===== config.mk =====
export PLATFORM = sky130hd
export DESIGN_NAME = decode_stage
export DESIGN_NICKNAME = d
export VERILOG_FILES = /design/src/rtl/decode_stage.sv
export SDC_FILE = /design/constraint.sdc
export NUM_CORES = 1
export LEC_CHECK = 0
export CORE_MARGIN = 4
export CORE_UTILIZATION = 25
export CTS_CLUSTER_SIZE = 24
export DETAILED_ROUTE_END_ITERATION = 12
export DONT_BUFFER_PORTS = 1
export GPL_TIMING_DRIVEN = 0
export PLACE_DENSITY_LB_ADDON = 0.25
export SYNTH_ARGS = -nofsm -noshare
export SYNTH_HDL_FRONTEND = slang
export SYNTH_SLANG_ARGS = --single-unit

===== constraint.sdc =====
create_clock -name clk -period 5.73 [get_ports clk]
set_clock_uncertainty 0.15 [all_clocks]
set_input_delay 0.2865 -clock clk [delete_from_list [all_inputs] [get_ports clk]]
set_output_delay 0.2865 -clock clk [all_outputs]
set_load 0.03 [all_outputs]

===== src/rtl/decode_stage.sv =====
// -----------------------------------------------------------------------------
// decode_stage
//   RV32I instruction-decode pipeline stage between fetch and execute.
//   Decodes in_instr, drives the register-file read ports, and captures operand
//   values, the immediate and control fields into an ID/EX register. The
//   register sits behind a valid/ready handshake. The stage inserts load-use
//   bubbles and honours a pipeline flush.
//
// Parameters
//   XLEN     datapath width (only 32 is supported)
//   LU_BUBS  bubble cycles after a load before a dependent instruction (1..3)
//
// Ports
//   clk, rst                    clock; asynchronous active-low reset
//   in_valid/in_ready           fetch handshake, with in_instr and in_pc
//   flush                       kills the ID/EX contents (branch redirect)
//   rf_rs1/rf_rs2               register-file read addresses
//   rf_r1_en/rf_r2_en           read enables
//   rf_rs1_val/rf_rs2_val       read data, returned in the same cycle
//   out_valid/out_ready         execute handshake
//   out_pc, out_rs1_val, out_rs2_val, out_imm, out_rd, out_rd_wen,
//   out_alu_op, out_ctl         captured ID/EX fields
//                               out_ctl = {load, store, branch, jal, jalr, lui}
//   out_illegal                 present only when DECODE_ILLEGAL_TRAP_EN is defined
//
// Configuration macro
//   DECODE_ILLEGAL_TRAP_EN  When this macro is defined, an unsupported encoding
//                           sets out_illegal. In every build, such an encoding
//                           decodes as a NOP.
// -----------------------------------------------------------------------------
module decode_stage #(
    parameter int unsigned XLEN    = 32,
    parameter int unsigned LU_BUBS = 1
) (
    input  logic            clk,
    input  logic            rst,
    input  logic            in_valid,
    output logic            in_ready,
    input  logic [31:0]     in_instr,
    input  logic [XLEN-1:0] in_pc,
    input  logic            flush,
    output logic [4:0]      rf_rs1,
    output logic [4:0]      rf_rs2,
    output logic            rf_r1_en,
    output logic            rf_r2_en,
    input  logic [XLEN-1:0] rf_rs1_val,
    input  logic [XLEN-1:0] rf_rs2_val,
    output logic            out_valid,
    input  logic            out_ready,
    output logic [XLEN-1:0] out_pc,
    output logic [XLEN-1:0] out_rs1_val,
    output logic [XLEN-1:0] out_rs2_val,
    output logic [XLEN-1:0] out_imm,
    output logic [4:0]      out_rd,
    output logic            out_rd_wen,
    output logic [3:0]      out_alu_op,
    output logic [5:0]      out_ctl
`ifdef DECODE_ILLEGAL_TRAP_EN
    ,
    output logic            out_illegal
`endif
);

    typedef enum logic [6:0] {
        OPC_LOAD     = 7'b0000011,
        OPC_MISC_MEM = 7'b0001111,
        OPC_OP_IMM   = 7'b0010011,
        OPC_AUIPC    = 7'b0010111,
        OPC_STORE    = 7'b0100011,
        OPC_OP       = 7'b0110011,
        OPC_LUI      = 7'b0110111,
        OPC_BRANCH   = 7'b1100011,
        OPC_JALR     = 7'b1100111,
        OPC_JAL      = 7'b1101111,
        OPC_SYSTEM   = 7'b1110011
    } opcode_e;

    localparam logic [1:0] LU_BUBS_C = 2'(LU_BUBS);

    // Instruction fields
    logic [6:0]  opc;
    logic [2:0]  f3;
    logic [6:0]  f7;
    logic [4:0]  rd_f;
    logic [31:0] imm_i, imm_s, imm_b, imm_u, imm_j;

    assign opc  = in_instr[6:0];
    assign f3   = in_instr[14:12];
    assign f7   = in_instr[31:25];
    assign rd_f = in_instr[11:7];

    assign imm_i = {{20{in_instr[31]}}, in_instr[31:20]};
    assign imm_s = {{20{in_instr[31]}}, in_instr[31:25], in_instr[11:7]};
    assign imm_b = {{19{in_instr[31]}}, in_instr[31], in_instr[7], in_instr[30:25], in_instr[11:8], 1'b0};
    assign imm_u = {in_instr[31:12], 12'b0};
    assign imm_j = {{11{in_instr[31]}}, in_instr[31], in_instr[19:12], in_instr[20], in_instr[30:21], 1'b0};

    // Decoded fields
    logic        dec_legal, dec_rs1, dec_rs2, dec_wr, dec_wen;
    logic [31:0] dec_imm;
    logic [3:0]  dec_alu;
    logic [5:0]  dec_ctl;

    always_comb begin
        dec_legal = 1'b1;
        dec_rs1   = 1'b0;
        dec_rs2   = 1'b0;
        dec_wr    = 1'b0;
        dec_imm   = '0;
        dec_alu   = '0;
        dec_ctl   = '0;
        case (opc)
            OPC_LUI: begin
                dec_wr  = 1'b1;
                dec_imm = imm_u;
                dec_ctl = 6'b000001;
            end
            OPC_AUIPC: begin
                dec_wr  = 1'b1;
                dec_imm = imm_u;
            end
            OPC_JAL: begin
                dec_wr  = 1'b1;
                dec_imm = imm_j;
                dec_ctl = 6'b000100;
            end
            OPC_JALR: begin
                dec_rs1 = 1'b1;
                dec_wr  = 1'b1;
                dec_imm = imm_i;
                dec_ctl = 6'b000010;
            end
            OPC_BRANCH: begin
                dec_rs1 = 1'b1;
                dec_rs2 = 1'b1;
                dec_imm = imm_b;
                dec_alu = {1'b0, f3};
                dec_ctl = 6'b001000;
            end
            OPC_LOAD: begin
                dec_rs1 = 1'b1;
                dec_wr  = 1'b1;
                dec_imm = imm_i;
                dec_ctl = 6'b100000;
            end
            OPC_STORE: begin
                dec_rs1 = 1'b1;
                dec_rs2 = 1'b1;
                dec_imm = imm_s;
                dec_ctl = 6'b010000;
            end
            OPC_OP_IMM: begin
                dec_rs1 = 1'b1;
                dec_wr  = 1'b1;
                dec_imm = imm_i;
                dec_alu = {1'b0, f3};
                if (f3 == 3'b001) begin
                    dec_legal = (f7 == 7'b0000000);
                end else if (f3 == 3'b101) begin
                    dec_legal = (f7 == 7'b0000000) || (f7 == 7'b0100000);
                    dec_alu   = {f7[5], f3};
                end
            end
            OPC_OP: begin
                dec_rs1   = 1'b1;
                dec_rs2   = 1'b1;
                dec_wr    = 1'b1;
                dec_alu   = {f7[5], f3};
                dec_legal = (f7 == 7'b0000000) ||
                            ((f7 == 7'b0100000) && ((f3 == 3'b000) || (f3 == 3'b101)));
            end
            OPC_MISC_MEM, OPC_SYSTEM: begin
                // FENCE, ECALL and EBREAK move no register data through this stage.
            end
            default: dec_legal = 1'b0;
        endcase
        // An unsupported encoding becomes a NOP. ADDI x0,x0,0 has all fields zero.
        if (!dec_legal) begin
            dec_rs1 = 1'b0;
            dec_rs2 = 1'b0;
            dec_wr  = 1'b0;
            dec_imm = '0;
            dec_alu = '0;
            dec_ctl = '0;
        end
    end

    assign dec_wen = dec_wr & (rd_f != 5'd0);

    // Register-file read ports
    assign rf_rs1   = in_instr[19:15];
    assign rf_rs2   = in_instr[24:20];
    assign rf_r1_en = in_valid & dec_rs1;
    assign rf_r2_en = in_valid & dec_rs2;

    // ID/EX state
    logic            valid_q, valid_d;
    logic [XLEN-1:0] pc_q, pc_d, rs1v_q, rs1v_d, rs2v_q, rs2v_d, imm_q, imm_d;
    logic [4:0]      rd_q, rd_d, ld_rd_q, ld_rd_d;
    logic            wen_q, wen_d;
    logic [3:0]      alu_q, alu_d;
    logic [5:0]      ctl_q, ctl_d;
    logic [1:0]      bub_q, bub_d;
    logic            hazard, accept, load_waiting;

    assign hazard = (bub_q != 2'd0) && (ld_rd_q != 5'd0) &&
                    ((rf_r1_en && (rf_rs1 == ld_rd_q)) || (rf_r2_en && (rf_rs2 == ld_rd_q)));
    assign in_ready = (!valid_q | out_ready) & !hazard & !flush;
    assign accept   = in_valid & in_ready;

    // The bubble window opens when a load is accepted. It stays frozen while
    // that load is stalled in ID/EX. As a result, the LU_BUBS hold cycles always
    // start at the cycle in which the load leaves for execute.
    assign load_waiting = valid_q & ctl_q[5] & !out_ready;

    always_comb begin
        valid_d = valid_q;
        pc_d    = pc_q;
        rs1v_d  = rs1v_q;
        rs2v_d  = rs2v_q;
        imm_d   = imm_q;
        rd_d    = rd_q;
        wen_d   = wen_q;
        alu_d   = alu_q;
        ctl_d   = ctl_q;
        bub_d   = bub_q;
        ld_rd_d = ld_rd_q;
        if (flush) begin
            valid_d = 1'b0;
            bub_d   = '0;
        end else begin
            if (accept) begin
                valid_d = 1'b1;
                pc_d    = in_pc;
                rs1v_d  = dec_rs1 ? rf_rs1_val : '0;
                rs2v_d  = dec_rs2 ? rf_rs2_val : '0;
                imm_d   = dec_imm;
                rd_d    = dec_wen ? rd_f : 5'd0;
                wen_d   = dec_wen;
                alu_d   = dec_alu;
                ctl_d   = dec_ctl;
            end else if (out_ready) begin
                valid_d = 1'b0;
            end
            if (accept && dec_ctl[5]) begin
                bub_d   = LU_BUBS_C;
                ld_rd_d = dec_wen ? rd_f : 5'd0;
            end else if ((bub_q != 2'd0) && !load_waiting) begin
                bub_d = bub_q - 2'd1;
            end
        end
    end

    always_ff @(posedge clk or negedge rst) begin
        if (!rst) begin
            valid_q <= 1'b0;
            pc_q    <= '0;
            rs1v_q  <= '0;
            rs2v_q  <= '0;
            imm_q   <= '0;
            rd_q    <= '0;
            wen_q   <= 1'b0;
            alu_q   <= '0;
            ctl_q   <= '0;
            bub_q   <= '0;
            ld_rd_q <= '0;
        end else begin
            valid_q <= valid_d;
            pc_q    <= pc_d;
            rs1v_q  <= rs1v_d;
            rs2v_q  <= rs2v_d;
            imm_q   <= imm_d;
            rd_q    <= rd_d;
            wen_q   <= wen_d;
            alu_q   <= alu_d;
            ctl_q   <= ctl_d;
            bub_q   <= bub_d;
            ld_rd_q <= ld_rd_d;
        end
    end

`ifdef DECODE_ILLEGAL_TRAP_EN
    logic ill_q, ill_d;

    always_comb begin
        ill_d = ill_q;
        if (!flush && accept) ill_d = !dec_legal;
    end

    always_ff @(posedge clk or negedge rst) begin
        if (!rst) ill_q <= 1'b0;
        else      ill_q <= ill_d;
    end

    assign out_illegal = ill_q;
`endif

    assign out_valid   = valid_q;
    assign out_pc      = pc_q;
    assign out_rs1_val = rs1v_q;
    assign out_rs2_val = rs2v_q;
    assign out_imm     = imm_q;
    assign out_rd      = rd_q;
    assign out_rd_wen  = wen_q;
    assign out_alu_op  = alu_q;
    assign out_ctl     = ctl_q;

endmodule


## Word level (Yosys, flattened, before mapping)

Cells that the tools add are included.

| storage, ports and cells | value |
|---|---|
| logic and storage cells | 95 |
| memories | 0 |
| register bits after elaboration | 152 |
| bits in writable memories | 0 |
| bits in read-only memories | 0 |
| latch bits | 0 |

| operators by class | value |
|---|---|
| mux-type cells | 26 |
| bitwise gates (word level) | 10 |
| reductions and logical operators | 31 |
| shift operators | 0 |
| $lt $le $gt $ge | 0 |
| divide/modulo/power cells | 0 |
| $add $sub $neg | 1 |
| multipliers | 0 |
| eq/ne operators | 16 |

Operator list:

| kind | number |
|---|---|
| one-hot mux 32 bit (5 select lines) | 1 |
| two-way mux 32 bit | 3 |
| one-hot mux 6 bit (6 select lines) | 1 |
| == test 7 x 6 -> 1 bit, second input constant | 4 |
| == test 7 bit, second input constant | 4 |
| == test 7 x 5 -> 1 bit, second input constant | 2 |
| two-way mux 4 bit | 3 |
| one-hot mux 4 bit (3 select lines) | 1 |
| two-way mux 1 bit | 11 |
| == test 5 bit | 2 |
| nonzero test 5 bit | 2 |
| OR reduction 9 bit | 1 |
| AND 1 bit | 8 |
| == test 7 x 2 -> 1 bit, second input constant | 1 |
| == test 7 x 4 -> 1 bit, second input constant | 1 |
| logical AND 1 bit | 7 |
| logical NOT 7 bit | 1 |
| OR reduction 7 bit | 1 |
| two-way mux 2 bit | 3 |
| two-way mux 6 bit | 1 |
| nonzero test 3 bit | 2 |
| OR reduction 3 bit | 2 |
| OR reduction 6 bit | 1 |
| logical NOT 1 bit | 5 |
| other kinds (12) | 16 |

## Logic depth before layout (Yosys ltp)

Gate-level depths: netlist of the first run.

| depth | value |
|---|---|
| depth after elaboration | 17 |
| depth in mapped cells | 11 |
| gate-level depth less buffers | 6 |

## Least setup slack after synthesis of the first run

No wires, ideal clock.

| timing path | value |
|---|---|
| kind | in2out |
| start | input port in_instr[3] |
| end | output port rf_r1_en |
| required time | 5.293 ns |
| buffers on the path | 4 |
| arrival time | 2.139 ns |
| stages | 9 |
| setup slack | 3.154 ns |
| path through | buf_6 -> or3b_1 -> nor3_1 -> nand2_1 -> o22ai_1 -> buf_4 -> buf_4 -> buf_2 -> and3_1 |

| between the ends | value |
|---|---|
| cells in the longest elaborated chain, start to end | 5 |
| elaborated cells on any way between the ends | 17 |

Ends and longest elaborated chain:

| item | RTL line | source |
|---|---|---|
| from (decl) | 39 | `input logic [31:0] in_instr,` |
| == test 7 x 6 -> 1 bit (tied with other cells) | 112 | `case (opc)` |
| OR reduction 9 bit (no line) or OR reduction 6 bit (tied branches) | - |  |
| one-hot mux 1 bit (3 select lines) or two-way mux 1 bit (tied branches) | 112 |  |
| two-way mux 1 bit (*) | 178 | `if (!dec_legal) begin` |
| AND 1 bit (*) | 193 | `assign rf_r1_en = in_valid & dec_rs1;` |
| to (decl) | 44 | `output logic rf_r1_en,` |

Every way passes the cells marked *; elsewhere a longest branch is shown, timed or not.

## Worst setup path in the final report of the first run

| timing path | value |
|---|---|
| start | input port in_instr[3] |
| end | output port rf_r2_en |

| between the ends | value |
|---|---|
| cells in the longest elaborated chain, start to end | 5 |
| elaborated cells on any way between the ends | 17 |

Ends and longest elaborated chain:

| item | RTL line | source |
|---|---|---|
| == test 7 x 6 -> 1 bit (tied with other cells) | 112 |  |
| OR reduction 9 bit (no line) or OR reduction 3 bit (tied branches) | - |  |
| one-hot mux 1 bit (3 select lines) or two-way mux 1 bit (tied branches) | 112 |  |
| two-way mux 1 bit (*) | 178 |  |
| AND 1 bit (*) | 194 | `assign rf_r2_en = in_valid & dec_rs2;` |
| to (decl) | 45 | `output logic rf_r2_en,` |

Marks and branches as above.

==> key figures, run 1 <==
Timing
  • Fin crit period: around 3200 ps
  • Final Hold Fails: 0
  • FMAX: 314 MHz
  • Period utilisation layout: a little under three fifths
  • Final Setup Violations: 0
  • Fin Setup TNS: 0 ps
  • RSZ-0062 raised after global routing: no
  • Tightest Pin Transition: between 1000 and 1500 ps
  • Count of pins over their slew limit: 0
  • Slew headroom: a little over a quarter

Layout
  • Non-filler instance count after layout: about 1.2k
  • Area delta synth->final: 30.6%
  • Final-stage net count: a little under 900
  • Share of cells above drive strength 1: approximately 24%
  • Filler cells: just under 3k
  • Ant. Diodes: 0
  • Most frequent cells in the layout: dfrtp_1 (152), dlygate4sd3_1 (116), mux2_2 (85)
  • Most common cell after layout, fill and taps aside: dfrtp_1

Yosys
  • Async set-or-reset flop fraction in the synthesized netlist: 100%
  • Synth Net Count: approximately 760
  • Cells after synthesis: roughly 620
  • Number of synthesized flops with an enable pin: 0
  • Register area share after synthesis: between 50% and 60%
  • Main synth FF type: dfrtp_1
  • Post-synth cell types: 47
  • Yosys reg bits: 152
  • YS warnings: 0
  • Post-Syn Area per Cell: between 10 and 15 um^2
  • Cell Area, Synth: about 7400 um^2

Critical path
  • Reg2reg start: out_valid
  • Crit. Startpoint: in_instr[3]
  • Bufs and invs on worst path: 4
  • Worst Setup Path Type: input port to primary output
  • Worst EP required: 5290 ps
  • CP max stage delay: 520 ps
  • Data arrival, critical path: 2740 ps
  • R2r endpoint: out_rs2_val[8]
  • Critical Path Sink: rf_r2_en
  • Master of the slowest instance on the critical path: and3_1
  • Crit-path most repeated cell: buf_4
  • Crit path capture type: primary output
  • Worst-path fanout max: 10
  • Cell family with most CP delay: simple AND/OR/NAND/NOR gates
  • FF-to-FF path depth: 7
  • Crit path cell chain: buf_6 -> or3b_1 -> nor3_1 -> nand2_1 -> o22ai_1 -> buf_4 -> buf_4 -> buf_2 -> and3_1
  • CP Depth: 9
  • Worst Setup Start Kind: input port
  • R2r setup slk: slightly above 3000 ps

Pwr
  • Internal: approximately 1.9 mW
  • Sw frac: just under 30%
  • Leak: ~4.5 nW
  • Comb power frac: 10.6%
  • VDD IR max: 0.146 mV
  • Cell Pwr Density: between 200 and 300 nW/um^2
  • Sequential power share: approximately 46%
  • Sw Pwr: just under 800 uW
  • Clk pwr share: a little over two fifths

CTS
  • PostCTS Resize Cnt: 0
  • Clock latency on the worst-skew pair: roughly 420 ps
  • Clock root buffer: clkbuf_16
  • CTS tree: yes
  • CTS sink count: ~150
  • Clock slew at reported path FFs: 60 ps
  • Post-CTS setup buffer count: 0
  • Htree depth: 4
  • CTS max path bufs: 2
  • Cts bufs inserted: 17

Die
  • IO Count: between 200 and 300
  • CORE AREA: between 20,000 and 30,000 um^2
  • Chip height: roughly 180 um
  • Starting Density: 25.5%
  • Die area: roughly 32,000 um^2
  • Die W: ~180 um
  • # rows: 62

Route
  • Total wire length: roughly 24 mm
  • DR vias: about 5.3k
  • DR WL/cell: approximately 21 um
  • DR pass1 iterations: 4
  • Routed Antenna Nets: 0
  • Vias/cell: between 4 and 5
  • Iter 0 DRT Violations: 198
  • DR DRC count: 0

Global route
  • Global route overflow: 0
  • First-pass GRT wire length: around 37 mm
  • Largest net degree at the start of global routing: about 150
  • Initial antenna violation count: 1
  • All-Layer GR Usage: around 15%
  • Number of global-route vias before repair: a little under 6k

Hold path
  • Hold Crit Class: input port to flip-flop

Place
  • GP Congestion: just under 0.8
  • HPWL after detailed placement: around 17 mm
  • I/O Buffers: 0
  • Placed cell count: 1,008

Run
  • Max-cap viol count: 0

Run status
  • Status: completed
[per-stage QoR]
step                      utilization, %  instance area [um^2]  hold WS [ps]  worst slack, ps  total power, mW
after global routing                33.4                  9650          8.23             2420             2.82
after global placement              27.2                  7870          -146             2560             1.46
final                               33.4                  9650          21.9             2550             2.68
after CTS                           33.4                  9650         0.866             2530             2.74
after floorplan                        -                  7390          -159             3150             1.41
after detailed placement            27.2                  7870          -148             2530             1.46
[timing repair]
| action | CTS | global route |
|---|---|---|
| setup endpoints to repair | 0 | 0 |
| hold endpoints to repair | 282 | 0 |
| hold buffers | 117 | 0 |
[final cells by class]
type	instances	area (um^2)	area share [%]
timing repair buffer	117	1190	12.3
clock buffer	18	439	4.55
inverter	47	176	1.83
multi-input combinational	374	3100	32.1
sequential	152	3800	39.4
tap	384	480	4.98
buffer	51	315	3.27
clock inverter	14	150	1.56
[metal layers]
metal / global-route usage, % / wire length [um] / up-vias
met5: 0 / 0 / -
met4: 2.96 / 253 / 0
met3: 5.78 / 2160 / 15
met2: 24.6 / 11900 / 189
met1: 18.5 / 10100 / 2660
li1: - / - / 2452
[how the worst min path moves through the flow]
| stage | from | to | depth (start not counted) |
|---|---|---|---|
| finish | rf_rs1_val[25] | out_rs1_val[25] | 2 |
| global route | in_instr[18] | out_imm[18] | 3 |
| CTS | rf_rs1_val[30] | out_rs1_val[30] | 2 |
| detailed placement | rst | out_rd[1] | 0 |
| global placement | rst | out_imm[17] | 0 |
| floorplan | rst | bub_q[0] | 0 |
[registers in the layout (all words and copies together) (netlist names)]
register / cells
out_imm: 32
out_pc: 32
out_rs1_val: 32
out_rs2_val: 32
out_ctl: 6
ld_rd_q: 5
out_rd: 5
out_alu_op: 4
bub_q: 2
out_rd_wen: 1
out_valid: 1
[Yosys cell counts (6+ instances only)]
cell,number,share of area (%)
dfrtp_1,152,51
a21oi_1,19,1.3
a21o_1,8,0.81
mux2_4,22,4.5
xnor2_1,6,0.71
buf_6,8,1.2
mux2i_1,23,3.1
o22ai_2,10,1.7
nor2_1,13,0.66
nand2_1,23,1.2
o22ai_1,12,1.0
nor3_1,8,0.54
and3_1,74,6.3
inv_1,47,2.4
nand3_1,16,1.1
buf_4,13,1.3
buf_2,12,0.81
o21ai_0,7,0.47
clkbuf_1,18,0.91
mux2_2,85,13
[power by group through the flow]
stage	Combinational, mW	Clock [mW]	Sequential (mW)
finish	0.286	1.15	1.24
global route	0.315	1.25	1.25
CTS	0.291	1.20	1.24
detailed placement	0.198	0	1.27
global placement	0.195	0	1.27
floorplan	0.160	0	1.25
[kinds of logic after synthesis]
logic type | count (synthesis) | share of synthesized area, %
simple gates | 156 | 12.1
flops | 152 | 51.5
mux | 130 | 20.5
buf+inv | 98 | 6.65
compound gates | 76 | 7.80
xor+xnor | 11 | 1.30
fa+ha+maj | 1 | 0.169
Power figures use the tool's default switching activity.
==> inputs of run 2 (changes only) <==
--- a/config.mk
+++ b/config.mk
@@ -5,6 +5,7 @@
 export SDC_FILE = /design/constraint.sdc
 export NUM_CORES = 1
 export LEC_CHECK = 0
+export ABC_AREA = 1
 export CORE_MARGIN = 4
 export CORE_UTILIZATION = 25
 export CTS_CLUSTER_SIZE = 24
==> constraint.sdc (replaced) <==
create_clock -name clk -period 3.3 [get_ports clk]
set_clock_uncertainty 0.15 [all_clocks]
set_input_delay 0.165 -clock clk [delete_from_list [all_inputs] [get_ports clk]]
set_output_delay 0.165 -clock clk [all_outputs]
set_load 0.03 [all_outputs]
==> run 2 against run 1 <==
  * The flow now finishes with violations (negative hold slack)
  * Routed wire length shrank 0.57%
  * Sequential cell count stayed put
  * Clock-buffer cell count decreased by 1
  * Power up 69%
  * Die area decreased by 6.6%
  * Synthesized area fell by 6.9%
  * Register-to-register slack worse by 2100 ps
  * Synthesized cell count up 34%
  * Worst hold slack worse by 730 ps
  * Utilization increased by 0.67 points
  * Sequential power up 72%
  * Setup slack got worse by 2200 ps
  * Largest cell class unchanged
  * Highest routed layer unchanged
==> key figures, run 2 <==
Timing
  • Final Hold Fails: 152 (was 0)
  • Slew headroom: 47.9% (was 26.6%)
  • RSZ-0062 raised after global routing: no (unchanged)
  • FMAX: ~330 MHz
  • Period utilisation layout: ~91%
  • Final Setup Violations: 0 (unchanged)
  • Worst hold margin: -703 ps (was 21.9 ps)
  • Count of pins over their slew limit: 0 (unchanged)
  • Tightest Pin Transition: 781 ps (was 1090 ps)
  • Fin crit period: ~3000 ps
  • Fin Setup TNS: 0 ps (unchanged)
  • Final worst slack: 308 ps (was 2550 ps)

Yosys
  • Post-synth top area share: 55.3% (was 51.5%)
  • Main synth FF type: dfrtp_1 (unchanged)
  • Cell Area, Synth: 6880 um^2 (was 7390 um^2)
  • Yosys reg bits: 152 (unchanged)
  • Number of synthesized flops with an enable pin: 0 (unchanged)
  • Top-count cell post-synth: nand2_1 (was dfrtp_1)
  • Synth cell count leaders: nand2_1 (383), dfrtp_1 (152), nand3_1 (78), inv_1 (43), o21ai_1 (38) (was dfrtp_1 (152), mux2_2 (85), and3_1 (74), inv_1 (47))
  • Post-synth cell types: 30 (was 47)
  • YS warnings: 0 (unchanged)
  • Synth Net Count: 973 (was 758)
  • Async set-or-reset flop fraction in the synthesized netlist: 100% (unchanged)
  • Register area share after synthesis: 55.3% (was 51.5%)
  • Cells after synthesis: 839 (was 624)
  • Post-Syn Area per Cell: 8.20 um^2 (was 11.8 um^2)
  • Yosys top cell by area: dfrtp_1 (unchanged)
  • Dominant cells by area after synthesis: dfrtp_1 (55%), nand2_1 (21%), nand3_1 (5.7%) (was dfrtp_1 (51%), mux2_2 (13%), and3_1 (6.3%))

Route
  • Routed Antenna Nets: 0 (unchanged)
  • Total wire length: 24.3 mm (was 24.4 mm)
  • Routed met3 length: 1.46 mm (was 2.16 mm)
  • DR WL/cell: 18.1 um (was 21.1 um)
  • Met2 WL: 11.7 mm (was 11.9 mm)
  • DR DRC count: 0 (unchanged)
  • DR vias: 6,193 (was 5,316)
  • Vias/cell: 4.61 (was 4.59)
  • DR pass1 iterations: 5 (was 4)
  • Iter 0 DRT Violations: 329 (was 198)
  • Top sig layer: met4 (unchanged)
  • Met1 Routed Length: 10.4 mm (was 10.1 mm)

Layout
  • Area delta synth->final: 33.6% (was 30.6%)
  • Final-stage net count: 1,122 (was 894)
  • Share of cells above drive strength 1: 8.89% (was 24.5%)
  • Most frequent cells in the layout: nand2_1 (383), dfrtp_1 (152), dlygate4sd3_1 (130) (was dfrtp_1 (152), dlygate4sd3_1 (116), mux2_2 (85))
  • Most common cell after layout, fill and taps aside: nand2_1 (was dfrtp_1)

Critical path
  • Cell family with most CP delay: buffers and inverters (was simple AND/OR/NAND/NOR gates)
  • Worst Setup Start Kind: input port (unchanged)
  • Reg2reg start: ld_rd_q[1] (was out_valid)
  • R2r endpoint: out_rs2_val[9] (was out_rs2_val[8])
  • Bufs and invs on worst path: 3 (was 4)
  • Data arrival, critical path: 2680 ps (was 2740 ps)
  • Worst EP required: 2980 ps (was 5290 ps)
  • Master of the slowest instance on the critical path: dlygate4sd3_1 (was and3_1)
  • CP max stage delay: 570 ps (was 520 ps)
  • Crit-path most repeated cell: nand2_1 (was buf_4)
  • Crit path capture type: primary output (unchanged)
  • FF-to-FF path depth: 8 (was 7)
  • Crit path cell chain: dlygate4sd3_1 -> nand2_1 -> nor2_4 -> nand2_2 -> nand2_2 -> inv_2 -> nand2_1 -> nor2_1 -> nand3_2 -> nand3_1 -> nand2_1 -> a21oi_2 -> buf_2 (was buf_6 -> or3b_1 -> nor3_1 -> nand2_1 -> o22ai_1 -> buf_4 -> buf_4 -> buf_2 -> and3_1)
  • Worst-path fanout max: 10 (unchanged)
  • Worst Setup Path Type: input port to primary output (unchanged)
  • R2r setup slk: 980 ps (was 3100 ps)

CTS
  • CTS max path bufs: 2 (unchanged)
  • Cts hold-fix bufs: 130 (was 117)
  • Clock slew at reported path FFs: 70 ps (was 60 ps)
  • Htree depth: 4 (unchanged)
  • CTS sink count: 152 (unchanged)
  • Clock root buffer: clkbuf_16 (unchanged)
  • Post-CTS setup buffer count: 0 (unchanged)
  • Clock latency on the worst-skew pair: 420 ps (about the same)
  • Cts bufs inserted: 17 (unchanged)
  • CTS tree: yes (unchanged)
  • PostCTS Resize Cnt: 0 (unchanged)

Pwr
  • Internal: 3.16 mW (was 1.90 mW)
  • Comb power frac: 10.1% (was 10.6%)
  • VDD IR max: 0.295 mV (was 0.146 mV)
  • Sw frac: 30.2% (was 29.2%)
  • Sw Pwr: 1.37 mW (was 784 uW)
  • Sequential power share: 47.0% (was 46.3%)
  • Leak: 4.69 nW (was 4.50 nW)
  • Cell Pwr Density: 492 nW/um^2 (was 278 nW/um^2)
  • Clk pwr share: 42.9% (was 43.0%)

Run status
  • Status: complete, but fails checks (was completed)
  • Failing checks: negative hold slack

Global route
  • Number of global-route vias before repair: 6,330 (was 5,772)
  • Largest net degree at the start of global routing: 153 (unchanged)
  • Initial antenna violation count: 1 (unchanged)
  • All-Layer GR Usage: 15.7% (was 14.8%)
  • First-pass GRT wire length: 37.2 mm (was 37.1 mm)
  • Global route overflow: 0 (unchanged)

Die
  • CORE AREA: 27,000 um^2 (was 28,900 um^2)
  • Die W: 174 um (was 180 um)
  • Starting Density: 25.5% (about the same)
  • Chip height: 174 um (was 180 um)
  • IO Count: 291 (unchanged)
  • # rows: 60 (was 62)
  • Die area: 30,200 um^2 (was 32,400 um^2)

Run
  • Max-cap viol count: 0 (unchanged)

Place
  • I/O Buffers: 0 (unchanged)
  • Setup WS pre-CTS: 630 ps (was 2530 ps)
  • HPWL after detailed placement: 17.1 mm (was 17.2 mm)
  • GP Congestion: 0.838 (was 0.786)

Hold path
  • Hold Crit Class: input port to asynchronous set/reset pin (was input port to flip-flop)
==> run 2: cell count changes in the layout (fill, tap and decap cells not counted), moves of 23 or more <==
cell,before,now
o21ai_1,0,38
nand3_1,16,78
mux2_2,85,0
nand2_1,23,383
mux2i_1,23,0
and3_1,74,0
==> run 2: layout make-up <==
type,instances,area [um^2]
fillers,2777,17800
multi-input cells,586,2530
clock buffers,17,425
clock inverters,15,155
repair buffers,130,1300
inverters,49,184
diodes,1,2.50
flip-flops and latches,152,3800
well taps,341,427
plain buffers,52,368
==> run 2: stage by stage <==
| stage | power (mW) | hold slack [ps] | std cells | cell area (um^2) | util, % |
|---|---|---|---|---|---|
| floorplan | 2.40 | -281 | 839 | 6880 | - |
| global placement | 2.49 | -272 | 1180 | 7310 | 27.0 |
| detailed placement | 2.49 | -272 | 1180 | 7310 | 27.0 |
| CTS | 4.60 | -732 | 1342 | 9190 | 34.0 |
| global route | 4.74 | -742 | 1342 | 9190 | 34.0 |
| finish | 4.53 | -703 | 1343 | 9190 | 34.0 |
==> run 2: worst max path at each step <==
stage                 from         endpoint  slack [ps]  depth (start not counted)
6_report       in_instr[5]         in_ready         310                         13
5_1_grt        in_instr[5]         in_ready         100                         13
4_1_cts        in_instr[5]         in_ready         260                         13
3_5_place_dp   in_instr[1]   out_rs2_val[8]         630                         14
3_3_place_gp   in_instr[1]  out_rs2_val[14]         650                         14
2_1_floorplan  in_instr[1]  out_rs1_val[23]        1360                         13
==> run 2: cells by family (layout without fill, tap and decap cells) <==
family          after synthesis  count (layout)  share of synthesized area [%]
flops                       152             152                           55.3
simple gates                503             503                           29.9
compound gates               75              75                           5.74
other cells                   0               1                              0
fa+ha+maj                     1               1                          0.182
xor+xnor                      7               7                          0.891
buf+inv                     101             263                           8.02
==> run 2: per-layer routing <==
| layer | up-vias | GRT usage (%) |
|---|---|---|
| li1 | 2946 | - |
| met1 | 2951 | 20.0 |
| met2 | 248 | 25.7 |
| met3 | 48 | 3.98 |
| met4 | 0 | 5.81 |
| met5 | - | 0 |
==> run 2: power groups by stage <==
stage          registers [mW]  clock network, mW  logic [mW]
2_1_floorplan            2.14                  0       0.254
3_3_place_gp             2.16                  0       0.323
3_5_place_dp             2.16                  0       0.328
4_1_cts                  2.13               2.01       0.463
5_1_grt                  2.14               2.09       0.511
6_report                 2.13               1.94       0.459
==> run 2: worst register-to-register path, stage by stage (launching register included) <==
cell and delay (ps):
dfrtp_1 420, inv_1 120, nand2_1 80, o41ai_1 270, inv_1 130, a21oi_2 470, buf_2 410, nand3_1 130
nand2_1 90
